$ cat src/rtl/clk_div_pkg.sv
// rtl/clk_div_pkg.sv - shared state type and counter sizing for clk_div_ratio_ctrl
package clk_div_pkg;

  typedef enum logic [2:0] {
    IDLE      = 3'd0,
    CHECK     = 3'd1,
    WAIT_EDGE = 3'd2,
    APPLY     = 3'd3,
    SETTLE    = 3'd4
  } state_t;

  localparam int DEF_TIMEOUT_CYCLES = 512;
  localparam int DEF_SETTLE_CYCLES  = 4;
  localparam int TMO_CNT_W          = $clog2(DEF_TIMEOUT_CYCLES);
  localparam int SETTLE_CNT_W       = (DEF_SETTLE_CYCLES > 1) ? $clog2(DEF_SETTLE_CYCLES) : 1;

  // Counters hold values 0..n-1, so they need clog2(n) bits, never fewer than one.
  function automatic int cnt_width(input int n);
    return (n > 1) ? $clog2(n) : 1;
  endfunction

endpackage

$ cat src/rtl/clk_div_edge_det.sv
// rtl/clk_div_edge_det.sv - falling-edge detector on the fed-back divided clock
module clk_div_edge_det (
  input  logic i_clk,
  input  logic i_rst,
  input  logic i_din,
  output logic o_fall
);

  logic r_prev;

  always_ff @(posedge i_clk) begin
    if (i_rst) begin
      r_prev <= 1'b0;
    end else begin
      r_prev <= i_din;
    end
  end

  assign o_fall = r_prev & ~i_din;

endmodule

$ cat src/rtl/clk_div_ratio_ctrl.sv
// rtl/clk_div_ratio_ctrl.sv - glitch-safe ratio/enable update control for the clock divider
// Optional update counter output o_upd_cnt enabled by CLK_DIV_CTRL_UPD_CNT_EN.
module clk_div_ratio_ctrl
  import clk_div_pkg::*;
#(
  parameter int DIV_RATIO_WIDTH = 8,
  parameter int MIN_RATIO       = 2,
  parameter int RESET_RATIO     = 2,
  parameter int TIMEOUT_CYCLES  = 512,
  parameter int SETTLE_CYCLES   = 4
) (
  input  logic                       i_ref_clk,
  input  logic                       i_rst,
  input  logic                       i_req_valid,
  output logic                       o_req_ready,
  input  logic [DIV_RATIO_WIDTH-1:0] i_req_ratio,
  input  logic                       i_req_en,
  input  logic                       i_div_clk,
  output logic [DIV_RATIO_WIDTH-1:0] o_div_ratio,
  output logic                       o_clk_en,
  output logic                       o_busy,
  output logic                       o_done,
  output logic                       o_err,
  output logic                       o_timeout
`ifdef CLK_DIV_CTRL_UPD_CNT_EN
  ,
  output logic [7:0]                 o_upd_cnt
`endif
);

  localparam int TMO_W = cnt_width(TIMEOUT_CYCLES);
  localparam int SET_W = cnt_width(SETTLE_CYCLES);

  localparam logic [DIV_RATIO_WIDTH-1:0] MIN_R    = DIV_RATIO_WIDTH'(MIN_RATIO);
  localparam logic [DIV_RATIO_WIDTH-1:0] RST_R    = DIV_RATIO_WIDTH'(RESET_RATIO);
  localparam logic [TMO_W-1:0]           TMO_LAST = TMO_W'(TIMEOUT_CYCLES - 1);
  localparam logic [SET_W-1:0]           SET_LAST = SET_W'(SETTLE_CYCLES - 1);

  state_t                     r_state;
  logic [DIV_RATIO_WIDTH-1:0] r_hold_ratio;
  logic                       r_hold_en;
  logic [TMO_W-1:0]           r_tmo_cnt;
  logic [SET_W-1:0]           r_settle_cnt;

  logic w_fall;
  logic w_xfer;
  logic w_illegal;

  clk_div_edge_det u_edge_det (
    .i_clk  (i_ref_clk),
    .i_rst  (i_rst),
    .i_din  (i_div_clk),
    .o_fall (w_fall)
  );

  assign o_req_ready = (r_state == IDLE) && !i_rst;
  assign w_xfer      = i_req_valid && o_req_ready;
  assign w_illegal   = r_hold_en && (r_hold_ratio < MIN_R);
  assign o_busy      = (r_state != IDLE);

  always_ff @(posedge i_ref_clk) begin
    if (i_rst) begin
      r_state      <= IDLE;
      o_div_ratio  <= RST_R;
      o_clk_en     <= 1'b0;
      o_done       <= 1'b0;
      o_err        <= 1'b0;
      o_timeout    <= 1'b0;
      r_hold_ratio <= RST_R;
      r_hold_en    <= 1'b0;
      r_tmo_cnt    <= '0;
      r_settle_cnt <= '0;
    end else begin
      o_done <= 1'b0;
      o_err  <= 1'b0;
      case (r_state)
        IDLE: begin
          if (w_xfer) begin
            r_hold_ratio <= i_req_ratio;
            r_hold_en    <= i_req_en;
            r_state      <= CHECK;
          end
        end
        CHECK: begin
          // A stopped divider has no edge to wait for, so it can be updated at once.
          if (w_illegal) begin
            o_err   <= 1'b1;
            r_state <= IDLE;
          end else if (!o_clk_en) begin
            r_state <= APPLY;
          end else begin
            r_tmo_cnt <= '0;
            r_state   <= WAIT_EDGE;
          end
        end
        WAIT_EDGE: begin
          if (w_fall) begin
            r_state <= APPLY;
          end else if (r_tmo_cnt == TMO_LAST) begin
            o_timeout <= 1'b1;
            r_state   <= APPLY;
          end else begin
            r_tmo_cnt <= r_tmo_cnt + 1'b1;
          end
        end
        APPLY: begin
          o_div_ratio  <= r_hold_ratio;
          o_clk_en     <= r_hold_en;
          r_settle_cnt <= SET_LAST;
          r_state      <= SETTLE;
        end
        SETTLE: begin
          if (r_settle_cnt == '0) begin
            o_done  <= 1'b1;
            r_state <= IDLE;
          end else begin
            r_settle_cnt <= r_settle_cnt - 1'b1;
          end
        end
        default: r_state <= IDLE;
      endcase
    end
  end

`ifdef CLK_DIV_CTRL_UPD_CNT_EN
  logic [7:0] r_upd_cnt;

  always_ff @(posedge i_ref_clk) begin
    if (i_rst) begin
      r_upd_cnt <= 8'd0;
    end else if (r_state == APPLY) begin
      r_upd_cnt <= r_upd_cnt + 8'd1;
    end
  end

  assign o_upd_cnt = r_upd_cnt;
`endif

endmodule

$ cat config.mk
export PLATFORM = sky130hd
export DESIGN_NAME = clk_div_ratio_ctrl
export DESIGN_NICKNAME = d
export VERILOG_FILES = /design/src/rtl/clk_div_pkg.sv /design/src/rtl/clk_div_edge_det.sv /design/src/rtl/clk_div_ratio_ctrl.sv
export SDC_FILE = /design/constraint.sdc
export NUM_CORES = 1
export LEC_CHECK = 0
export ABC_CLOCK_PERIOD_IN_PS = 1900
export BUFFER_PORTS_ARGS = -buffer_cell sky130_fd_sc_hd__buf_2
export CORE_UTILIZATION = 49
export DETAILED_ROUTE_END_ITERATION = 8
export HOLD_SLACK_MARGIN = 0.08
export PLACE_DENSITY = 0.77
export SLEW_MARGIN = 20
export SYNTH_ARGS = -nofsm -noshare
export SYNTH_HDL_FRONTEND = slang
export SYNTH_SLANG_ARGS = --single-unit
$ cat constraint.sdc
create_clock -name i_ref_clk -period 1.9 [get_ports i_ref_clk]
set_clock_uncertainty 0.05 [all_clocks]
set_input_delay 0.19 -clock i_ref_clk [delete_from_list [all_inputs] [get_ports i_ref_clk]]
set_output_delay 0.19 -clock i_ref_clk [all_outputs]
set_load 0.05 [all_outputs]
# After elaboration in Yosys (flattened, before gate mapping)
# Index checks and enable logic that the tools add are counted.
dict set report totals {
  ff_bits 36
  latch_bits 0
  mem_bits_rw 0
  rom_bits 0
  input_bits 13
  output_inout_bits 14
  wordCells 64
  memories 0
}
dict set report op_classes {
  addsub 2
  mul 0
  div 0
  magnitude_cmp 1
  n_eq_ne 13
  shifts 0
  mux 16
  bitwise 5
  n_reduce_logical 16
}
# cell n
set op_table {}
lappend op_table {{9-bit 2-to-1 mux} 4}
lappend op_table {{9-bit one-hot mux with 2 select lines} 1}
lappend op_table {{3-bit one-hot mux with 5 select lines} 1}
lappend op_table {{2-bit inequality test (second input constant)} 7}
lappend op_table {{3-bit 2-to-1 mux} 4}
lappend op_table {{9-bit by 1-bit adder with 9-bit output (second input constant)} 1}
lappend op_table {{9-bit == test (second input constant)} 1}
lappend op_table {{8-bit by 2-bit less-than comparator with 1-bit output (second input constant)} 1}
lappend op_table {{3-bit by 2-bit == test with 1-bit output (second input constant)} 2}
lappend op_table {{3-bit AND reduction} 2}
lappend op_table {{5-bit AND reduction} 1}
lappend op_table {{2-bit 2-to-1 mux} 2}
lappend op_table {{1-bit NOT} 4}
lappend op_table {{2-bit one-hot mux with 2 select lines} 1}
lappend op_table {{2-bit AND reduction} 2}
lappend op_table {{2-bit nonzero test} 2}
lappend op_table {{2-bit OR reduction} 2}
lappend op_table {{3-bit by 1-bit == test with 1-bit output (second input constant)} 1}
lappend op_table {{3-bit == test (second input constant)} 1}
lappend op_table {{1-bit logical AND} 3}
lappend op_table {{3-bit zero test} 1}
lappend op_table {{1-bit 2-to-1 mux} 3}
lappend op_table {{3-bit by 2-bit inequality test with 1-bit output (second input constant)} 1}
lappend op_table {{3-bit nonzero test} 1}
lappend op_table {{4 further kinds} 4}

# Longest topological paths before layout
dict set report depth {
  ltp_word 5
  ltp_mapped 10
  mapped_depth_nobuf 9
}

# Cells and area by module
# A second synthesis with hierarchy kept.
dict set report unflattened {
  hier_cells 182
  area_unflattened_um2 1616.6
}
# mod n_inst cells_per_inst area_per_inst_um2 seq_area_each_um2
set modules_own_cells {}
lappend modules_own_cells {clk_div_ratio_ctrl 1 179 1581.5 700.7}
lappend modules_own_cells {clk_div_edge_det 1 3 35.0 20.0}

# Worst setup path before layout
# No wires, ideal clock.
dict set report synth_path {
  path_kind {flip-flop to flip-flop}
  startpoint {reg r_state[2]}
  endpoint {reg r_hold_en}
  setup_ns 0.116
  arrival_ns 2.853
  required_ns 1.734
  setup_slack_ns -1.119
  path_stages_with_launch 6
  n_path_buf 1
  synth_period_minus_slack_ns 3.019
  path_cell_list {dfxtp_1 > clkbuf_1 > nor4_1 > nand2_1 > nand3b_1 > nand2_1}
}
dict set report synth_between {
  elab_chain_len 4
}
# element line_no
set synth_rtl {}
lappend synth_rtl {{start: declaration} clk_div_ratio_ctrl.sv:39} ;# state_t r_state;
lappend synth_rtl {{start signal: assignment} clk_div_ratio_ctrl.sv:63} ;# r_state <= IDLE;
lappend synth_rtl {{start signal: assignment} clk_div_ratio_ctrl.sv:81} ;# r_state <= CHECK;
lappend synth_rtl {{start signal: assignment} clk_div_ratio_ctrl.sv:88} ;# r_state <= IDLE;
lappend synth_rtl {{3-bit zero test} clk_div_ratio_ctrl.sv:56} ;# assign o_req_ready = (r_state == IDLE) && !i_rst;
lappend synth_rtl {{1-bit logical AND} clk_div_ratio_ctrl.sv:56}
lappend synth_rtl {{named net o_req_ready} clk_div_ratio_ctrl.sv:15} ;# output logic o_req_ready,
lappend synth_rtl {{1-bit logical AND} clk_div_ratio_ctrl.sv:57} ;# assign w_xfer = i_req_valid && o_req_ready;
lappend synth_rtl {{2-bit AND reduction (no source line)} -}
lappend synth_rtl {{end signal: assignment} clk_div_ratio_ctrl.sv:80} ;# r_hold_en <= i_req_en;
lappend synth_rtl {{end: declaration} clk_div_ratio_ctrl.sv:41} ;# logic r_hold_en;
# The timed path passes the listed nets, and every way through them passes these cells.
# A chain may end at the register's enable or synchronous reset.

# Worst setup path after layout
dict set report layout_path {
  startpoint {reg r_tmo_cnt[0]}
  endpoint {reg r_state[0]}
}
dict set report layout_between {
  elab_chain_len 3
}
# element line_no
set layout_rtl {}
lappend layout_rtl {{start: declaration} clk_div_ratio_ctrl.sv:42} ;# logic [TMO_W-1:0] r_tmo_cnt;
lappend layout_rtl {{start signal: assignment} clk_div_ratio_ctrl.sv:103} ;# r_tmo_cnt <= r_tmo_cnt + 1'b1;
lappend layout_rtl {{9-bit == test} clk_div_ratio_ctrl.sv:99} ;# end else if (r_tmo_cnt == TMO_LAST) begin
lappend layout_rtl {{3-bit by 2-bit inequality test with 1-bit output (no source line)} -}
lappend layout_rtl {{3-bit AND reduction (no source line)} -}
lappend layout_rtl {{end signal: assignment} clk_div_ratio_ctrl.sv:98} ;# r_state <= APPLY;
lappend layout_rtl {{end signal: assignment} clk_div_ratio_ctrl.sv:101} ;# r_state <= APPLY;
lappend layout_rtl {{end signal: assignment} clk_div_ratio_ctrl.sv:110} ;# r_state <= SETTLE;
# Every way passes these cells.

==> impl_metrics.toml <==
[floorplanning]
die_area_sq_um = 3610
die_w_um = 60.1
num_io_pins = 27
start_util_pct = 52.8
core-area_sq_um = 3130
core.rowCount = 20
dieHeight_um = 60.1

[logic_synthesis]
synth_cell_types = 36
synth_edf_count = 0
yosys_warnings = 0
synth_seq_area_share_pct = 43.6
syn_nets = 205
synthFlopType = "dfxtp_1"
syn_inst = 189
synthTopCellsByArea = "dfxtp_1, nand2_1, mux2i_1, nand3b_1, nand2b_1"
yosys_register_bits = 36
async_reset_ff_share_pct = 0
avgSynthCellArea_sq_um = 8.75
syn_area_sq_um = 1650
yosys.area.top_type = "dfxtp_1"
synth.top_cell.area_share_pct = 43.6

[clocking]
htreeDepth = 2
clk_pin_slew_ns = 0.11
clkLatencyLatePin_ns = 0.35
cts_tree = "built"
cts_made_buffers = 5
clock_path_buffers = 2
cts_sinks = 36
root_buffer = "clkbuf_4"

[power]
power.switching_mw = 0.585
pwr-share-seq_pct = 47.9
p_int_mw = 1.15
p_clk_share_pct = 22.3
combPwrFrac_pct = 29.8
power_density_nw_per_um2 = 762
leakage_nw = 0.945
power_mw = 1.74
swShare_pct = 33.6
ir_drop_uv = 491

[sta]
hold_viol_final = 0
fmax_ghz = 0.483
rsz0062_at_grt = "yes"
slew_headroom_pct = 70.7
worst_pin_slew_ns = 0.440
setup_viol = 10
drv_slew = 0
period_minus_slack_ns = 2.07
post-route-period-util_pct = 109
post-route-worst-setup-slack_ns = -0.171

[cells_and_area]
drive_gt1_share_pct = 31.7
syn_to_final_growth_pct = 38.2
layout_commonest_cell = "dfxtp_1"
final_cell_mix = "dfxtp_1, nand2_1, buf_2, buf_4, nor2_1"
finalNetCount = 262
n_antenna_cell = 0

[routing]
routedWlPerCell_um = 15.6
vias = 1670
routed_wl_um = 4520
dr.pass1.iters = 4
drt_iter0_markers = 105
drc_errors = 0
ant_nets = 0
vias_per_cell = 5.76

[worst_setup_path]
critical_path_peak_fanout = 5
cp-end-kind = "flip-flop"
r2r_end = "r_state[0]"
arrival_ns = 2.32
cp.required_ns = 2.15
r2r_cells = 9
cp-start-kind = "flip-flop"
crit_type = "reg -> reg"
r2r_slack_ns = -0.17
rr_startpoint = "r_tmo_cnt[0]"

[worst_hold_path]
hp-class = "in -> reg"
whs_endpoint = "r_state[0]"
worstHoldStart = "i_req_valid"
holdPathStages = 3

[run]
max_cap_viol_count = 0

[global_routing]
antenna_found_initial = 0
grt_max_degree = 25
track_usage_pct = 27.2
grt_pass1_vias = 1581
grt_pass1_wl_um = 7050
gr-total-overflow = 0

[placed_design]
dp_slack_ns = -0.145
port_buffers = 26
place_congestion = 0.731
dp.final_hpwl_um = 2870

[outcome]
outcome = "finished with violations"
violations = "setup timing"
final cells by class:
class / count / area (sq um)
inverter: 4 / 15.0
multi-input combinational: 138 / 1000
tap: 44 / 55.1
fill: 216 / 845
clock inverter: 1 / 5.00
clock buffer: 6 / 41.3
sequential: 36 / 723
timing repair buffer: 61 / 440
power groups by stage:
stage | clock network [mW] | logic, mW | registers (mW)
floorplan | 0 | 0.287 | 0.855
global placement | 0 | 0.425 | 0.846
detailed placement | 0 | 0.446 | 0.850
CTS | 0.387 | 0.486 | 0.832
global route | 0.437 | 0.551 | 0.840
finish | 0.387 | 0.519 | 0.834
state kept, by name (all words and copies together), names as in the netlist:
name,count
r_tmo_cnt,9
o_div_ratio,8
r_hold_ratio,8
r_state,3
r_settle_cnt,2
o_clk_en,1
o_done,1
o_err,1
o_timeout,1
r_hold_en,1
u_edge_det.r_prev,1
synthesized netlist by cell type, types with 4 or more instances:
cell and n:
or4_1 4, nand2b_1 10, nor4_1 4, buf_2 4, nand2_1 30, a221oi_1 4, a211oi_1 4, o32ai_1 6
inv_1 4, a211o_1 5, a31oi_1 4, dfxtp_1 36, clkbuf_1 7, nor2_1 14, a21oi_1 4, mux2i_1 7
nand3_1 5, nand3b_1 9
what timing repair did:
action / CTS / global route
hold buffers: 10 / 0
endpoints found under the hold margin: 10 / 0
resized for setup: 7 / 12
buffers inserted: 4 / 2
endpoints found under the setup margin: 10 / 11
cloned: 1 / 0
pin swaps: 12 / 10
critical path, cell delays in order (launching register included):
cell and delay [ns]:
dfxtp_2 0.37, ha_4 0.15, nand3_4 0.07, or2_4 0.26
nor2_4 0.10, ha_4 0.14, nand3b_1 0.14, a21oi_4 0.29
a211o_1 0.24, and4b_1 0.21
kinds of logic (layout without fill, tap and decap cells):
logic type / after synthesis / count (layout) / share of synthesized area, %
simple gates: 95 / 95 / 31.3
flops: 36 / 36 / 43.6
compound gates: 32 / 33 / 14.5
buf+inv: 16 / 72 / 4.16
mux: 7 / 7 / 4.24
fa+ha+maj: 3 / 3 / 2.27
worst max-delay path by stage:
stage	from	endpoint	slack (ns)	depth (start not counted)
2_1_floorplan	r_tmo_cnt[1]	r_tmo_cnt[1]	0.02	10
3_3_place_gp	r_tmo_cnt[1]	r_tmo_cnt[7]	-0.08	10
3_5_place_dp	r_tmo_cnt[1]	r_tmo_cnt[5]	-0.15	10
4_1_cts	r_tmo_cnt[0]	r_tmo_cnt[4]	-0.1	10
5_1_grt	r_tmo_cnt[0]	r_state[0]	-0.23	9
6_report	r_tmo_cnt[0]	r_state[0]	-0.17	9
metrics by stage:
step / area [sq um] / hold WS [ns] / std cells / setup TNS, ns / util (%)
floorplan: 1700 / 0.239 / 189 / 0 / -
global placement: 1990 / 0.324 / 267 / -0.371 / 63.5
detailed placement: 1990 / 0.327 / 267 / -0.852 / 63.5
CTS: 2210 / 0.164 / 288 / -0.542 / 70.5
global route: 2280 / 0.173 / 290 / -1.72 / 73.0
finish: 2280 / 0.179 / 290 / -1.17 / 73.0
per-layer routing:
metal / track usage, % / part of all wire [%]
met1: 31.7 / 41
met2: 45.6 / 52
met3: 6.93 / 5.2
met4: 14.3 / 2.3
met5: 0 / 0
Note: power is estimated with default switching activity, not from simulation.
